**config.mk**
```make
export PLATFORM = sky130hd
export DESIGN_NAME = fakeram45_64x21_arb
export DESIGN_NICKNAME = d
export VERILOG_FILES = /design/src/rtl/fakeram45_64x21_arb.sv
export SDC_FILE = /design/constraint.sdc
export NUM_CORES = 1
export LEC_CHECK = 0
export BUFFER_PORTS_ARGS = -buffer_cell sky130_fd_sc_hd__clkbuf_2
export CAP_MARGIN = 10
export CELL_PAD_IN_SITES_DETAIL_PLACEMENT = 0
export CELL_PAD_IN_SITES_GLOBAL_PLACEMENT = 1
export CORE_MARGIN = 10
export CORE_UTILIZATION = 20
export DETAILED_ROUTE_END_ITERATION = 8
export HOLD_SLACK_MARGIN = 0.15
export PLACE_DENSITY = 0.85
export SLEW_MARGIN = 30
export SYNTH_ARGS = -nofsm -noshare
export SYNTH_HDL_FRONTEND = slang
export SYNTH_SLANG_ARGS = --single-unit
```
**constraint.sdc**
```tcl
create_clock -name clk -period 1.8 [get_ports clk]
set_input_delay 0.45 -clock clk [delete_from_list [all_inputs] [get_ports clk]]
set_output_delay 0.45 -clock clk [all_outputs]
set_load 0.02 [all_outputs]
```
**src/rtl/fakeram45_64x21_arb.sv**
```systemverilog
// Round-robin two-client arbiter/sequencer in front of one fakeram45_64x21 SRAM macro.
// Define FAKERAM45_64X21_ARB_INIT_EN to zero-fill the macro after reset before serving clients.
module fakeram45_64x21_arb #(
  parameter int BITS       = 21,
  parameter int WORD_DEPTH = 64,
  parameter int ADDR_WIDTH = 6
) (
  input  logic                  clk,
  input  logic                  rst_l,
  input  logic                  p0_req,
  input  logic                  p0_we,
  input  logic [ADDR_WIDTH-1:0] p0_addr,
  input  logic [BITS-1:0]       p0_wd,
  input  logic [BITS-1:0]       p0_wmask,
  output logic                  p0_gnt,
  output logic                  p0_rvalid,
  output logic [BITS-1:0]       p0_rdata,
  input  logic                  p1_req,
  input  logic                  p1_we,
  input  logic [ADDR_WIDTH-1:0] p1_addr,
  input  logic [BITS-1:0]       p1_wd,
  input  logic [BITS-1:0]       p1_wmask,
  output logic                  p1_gnt,
  output logic                  p1_rvalid,
  output logic [BITS-1:0]       p1_rdata,
  output logic                  ram_ce,
  output logic                  ram_we,
  output logic [ADDR_WIDTH-1:0] ram_addr,
  output logic [BITS-1:0]       ram_wd,
  output logic [BITS-1:0]       ram_wmask,
  input  logic [BITS-1:0]       ram_rd,
  output logic                  init_done
);

  if (WORD_DEPTH > (1 << ADDR_WIDTH)) begin : g_bad_depth
    $error("WORD_DEPTH does not fit in ADDR_WIDTH address bits");
  end

  logic                  last_gnt_q, last_gnt_d;
  logic                  p0_rvalid_q, p0_rvalid_d;
  logic                  p1_rvalid_q, p1_rvalid_d;
  logic                  run_en;
  logic                  init_wr;
  logic [ADDR_WIDTH-1:0] init_addr;

`ifdef FAKERAM45_64X21_ARB_INIT_EN
  typedef enum logic {ST_INIT, ST_RUN} state_t;

  localparam logic [ADDR_WIDTH-1:0] LAST_ADDR = ADDR_WIDTH'(WORD_DEPTH - 1);

  state_t                state_q, state_d;
  logic [ADDR_WIDTH-1:0] init_cnt_q, init_cnt_d;
  logic                  init_done_q, init_done_d;

  always_comb begin
    state_d     = state_q;
    init_cnt_d  = init_cnt_q;
    init_done_d = init_done_q;
    if (state_q == ST_INIT) begin
      init_cnt_d = init_cnt_q + 1'b1;
      if (init_cnt_q == LAST_ADDR) begin
        state_d     = ST_RUN;
        init_done_d = 1'b1;
      end
    end
  end

  always_ff @(posedge clk or negedge rst_l) begin
    if (!rst_l) begin
      state_q     <= ST_INIT;
      init_cnt_q  <= '0;
      init_done_q <= 1'b0;
    end else begin
      state_q     <= state_d;
      init_cnt_q  <= init_cnt_d;
      init_done_q <= init_done_d;
    end
  end

  // Fill writes are held off while reset is asserted so the macro sees no enable.
  assign init_wr   = rst_l & (state_q == ST_INIT);
  assign init_addr = init_cnt_q;
  assign init_done = init_done_q;
`else
  assign init_wr   = 1'b0;
  assign init_addr = '0;
  assign init_done = 1'b1;
`endif

  assign run_en = rst_l & init_done;

  // last_gnt_q=1 means p1 won most recently, so p0 takes the next contention.
  always_comb begin
    p0_gnt      = p0_req & run_en & (~p1_req | last_gnt_q);
    p1_gnt      = p1_req & run_en & (~p0_req | ~last_gnt_q);
    last_gnt_d  = last_gnt_q;
    if (p0_gnt) begin
      last_gnt_d = 1'b0;
    end else if (p1_gnt) begin
      last_gnt_d = 1'b1;
    end
    p0_rvalid_d = p0_gnt & ~p0_we;
    p1_rvalid_d = p1_gnt & ~p1_we;
  end

  always_ff @(posedge clk or negedge rst_l) begin
    if (!rst_l) begin
      last_gnt_q  <= 1'b1;
      p0_rvalid_q <= 1'b0;
      p1_rvalid_q <= 1'b0;
    end else begin
      last_gnt_q  <= last_gnt_d;
      p0_rvalid_q <= p0_rvalid_d;
      p1_rvalid_q <= p1_rvalid_d;
    end
  end

  always_comb begin
    ram_ce    = 1'b0;
    ram_we    = 1'b0;
    ram_addr  = '0;
    ram_wd    = '0;
    ram_wmask = '0;
    if (init_wr) begin
      ram_ce    = 1'b1;
      ram_we    = 1'b1;
      ram_addr  = init_addr;
      ram_wmask = '1;
    end else if (p0_gnt) begin
      ram_ce    = 1'b1;
      ram_we    = p0_we;
      ram_addr  = p0_addr;
      ram_wd    = p0_wd;
      ram_wmask = p0_wmask;
    end else if (p1_gnt) begin
      ram_ce    = 1'b1;
      ram_we    = p1_we;
      ram_addr  = p1_addr;
      ram_wd    = p1_wd;
      ram_wmask = p1_wmask;
    end
  end

  // Macro output is undefined on cycles it was not read, so mask it outside rvalid.
  assign p0_rvalid = p0_rvalid_q;
  assign p1_rvalid = p1_rvalid_q;
  assign p0_rdata  = p0_rvalid_q ? ram_rd : '0;
  assign p1_rdata  = p1_rvalid_q ? ram_rd : '0;

endmodule

```
==> impl_results.md <==
* Status: complete, but fails checks
* Violated checks: negative setup slack
* RePlAce Congestion at 0.806
* FF+latch count, synth at 3
* Vias per cell at 4.60
* DIE AREA at 0.0132 mm2
* Multi-input gate area at 0.00161 mm2
* Antenna violations before repair at 0
* CP Launch Type: flop
* Synth Warn # at 0
* Largest stage delay on the critical path at 0.57 ns
* Ys flop type: dfrtp_1
* Drt first pass iters at 4
* DIE HEIGHT at 115 um
* Clk root buf: clkbuf_8
* Crit share post-route at 107%
* Setup_tns at -5.32 ns
* Reg2reg end: p1_rvalid
* Antenna fix cells at 0
* Fillers at 884
* Vias at 2,530
* Area post-placement at 0.00297 mm2
* Register area share after synthesis at 4.22%
* Crit path kind: flop to primary output
* Post-Route WL at 9.15 mm
* # setup viols final at 50
* Gate Count Post-Synth at 238
* Die width at 115 um
* R2R setup slack at 0.64 ns
* Worst-path fanout max at 16
* Row cnt at 34
* PnR worst setup slack at -0.131 ns
* WL per Instance at 16.6 um
* Largest net degree at the start of global routing at 53
* Overflow after GRT at 0
* Area growth from synthesis to layout at 86.8%
* Top cells by count, synth: 99 x nand2_1, 48 x o32ai_2, 42 x and2_1
* Placed Cells at 543
* Fin area at 0.00338 mm2
* Syn nets at 361
* Static Leak at 1.70 nW
* Worst setup EP type: primary output
* Register area at 77.6 um2
* Antenna viol nets, final at 0
* Min cycle time layout at 1.93 ns
* Reg2reg start: last_gnt_q
* Library cells used by synthesis at 18
* Fin cells at 550
* Top Ports at 220
* Hold Crit Endpoint: p1_rvalid
* # port buffers at 218
* Vias in the first global route at 2,652
* Critical path, cell by cell: nor2b_4 -> buf_12 -> o32ai_2 -> buf_4
* Initial Util at 20.6%
* # DRC at 0
* CTS Hold Bufs at 0
* Post-synth EDFFs at 0
* Share of cells above drive strength 1 at 65.8%
* H-tree depth at 1
* Crit path from: last_gnt_q
* CP Buf/Inv Count at 2
* Synthesized area per cell at 7.59 um2
* Hold Path Stages at 2
* Max Cap Viol at 0
* Critical Path AT at 1.48 ns
* First-pass GRT wire length at 13.3 mm
* Max Slew Vio Count at 0
* PwrDens at 398 mW/mm2
* CTS tree: built
* Clk slew on worst S/H paths at 0.03 ns
* Post-synth top area share at 43.2%
* Most numerous cell in the Yosys netlist: nand2_1
* Worst skew pair latency at 0.21 ns
* Unrepaired setup endpoints after global routing: true
* Clock skew at 0.00374 ns
* Worst min path class: input port to flop
* Power Total at 0.00134 W
* Clk buf depth at 2
* Final Hold Viols at 0
* 1st-iter DRT viols at 91
* Most area-consuming cells after synthesis: o32ai_2 43%, nand2_1 21%, and2_1 15%, buf_6 6.9%, dfrtp_1 2.8%
* Worst Reg2Reg Path Length in Cells at 3
* Post-synth top area cell: o32ai_2
* GRT Total Usage at 12.0%
* Hold Crit Start: p1_we
* Core Region at 0.00876 mm2
* Dpl hpwl at 7.59 mm
* VDD IR max at 0.173 mV
* Post-CTS Setup Bufs at 0
* CTS buffer count at 3
* CTS Sinks at 3
* Worst slack at placement at -0.0272 ns
* Max Freq at 0.518 GHz
* Worst EP required at 1.35 ns
* Number of nets in the layout at 566
* CP max stage cell: dfstp_2
* CP delay by family, top: flip-flops
* Ys async rst share at 100%
* Mapped cell area at 0.00181 mm2
cells by family after synthesis:
kind of cell           Yosys count  share of synthesized area [%]
and+or+nand+nor                148                           36.8
DFF                              3                           4.22
buffers and inverters           35                           14.0
AOI/OAI and AO/OA               51                           44.7
other                            1                          0.208
worst register-to-register path, stage by stage (launching register included):
cell and delay (ns):
dfstp_2 0.57, a21bo_4 0.19, buf_6 0.21, nor3_1 0.07
what timing repair did:
| action | in CTS | in global routing |
|---|---|---|
| endpoints found under the setup margin | 50 | 60 |
| gates cloned | 2 | 1 |
| resized for setup | 5 | 123 |
| pin swaps | 0 | 10 |
cell usage in the layout, fill, tap and decap left out:
cell       instances
a22o_1             1
buf_16             1
dfrtp_1            1
conb_1             1
buf_4             44
o32ai_4           10
dfstp_2            1
clkbuf_2         166
nand2_1           99
clkbuf_16          1
and2_1            42
dfrtp_2            1
nor2b_4            1
buf_6             12
clkbuf_1           1
buf_2              2
inv_2              2
clkbuf_8           3
buf_12             7
nor2_1             4
o32ai_2           39
nor3_1             2
a21bo_4            1
final cells by class:
| type | instances | area share [%] |
|---|---|---|
| inverter | 2 | 0.222 |
| sequential | 3 | 2.30 |
| multi-input combinational | 200 | 47.7 |
| clock buffer | 4 | 1.33 |
| timing repair buffer | 233 | 44.4 |
| tap | 108 | 4.00 |
power breakdown:
group	total (W)	internal [W]	switching, W
registers	0.0000933	0.0000780	0.0000154
logic	0.00106	0.000486	0.000573
clock network	0.000192	0.000151	0.0000413
total	0.00134	0.000714	0.000630
routing by layer:
| layer | global-route usage, % | vias to the layer above | part of all wire (%) |
|---|---|---|---|
| met5 | 0 | - | 0 |
| met4 | 2.64 | 0 | 1.3 |
| met3 | 5.10 | 8 | 13 |
| met2 | 23.3 | 143 | 52 |
| met1 | 11.4 | 1135 | 34 |
| li1 | - | 1244 | - |
registers in the layout (all words and copies together), names as in the netlist:
register,count
last_gnt_q,1
p0_rvalid,1
p1_rvalid,1
through the flow:
step	hold WS (ns)	util [%]
finish	0.430	38.5
global route	0.452	38.5
CTS	0.433	35.2
detailed placement	0.582	33.9
global placement	0.575	33.9
floorplan	0.154	-
worst max-delay path by stage:
| stage | depth (start not counted) | end | slack, ns |
|---|---|---|---|
| 6_report | 4 | ram_wd[1] | -0.13 |
| 5_1_grt | 4 | ram_we | -0.19 |
| 4_1_cts | 4 | ram_wd[1] | -0.17 |
| 3_5_place_dp | 5 | ram_wmask[19] | -0.03 |
| 3_3_place_gp | 5 | ram_wd[1] | -0.01 |
| 2_1_floorplan | 3 | ram_addr[4] | 0.0001 |
(Power assumes the default switching activity.)
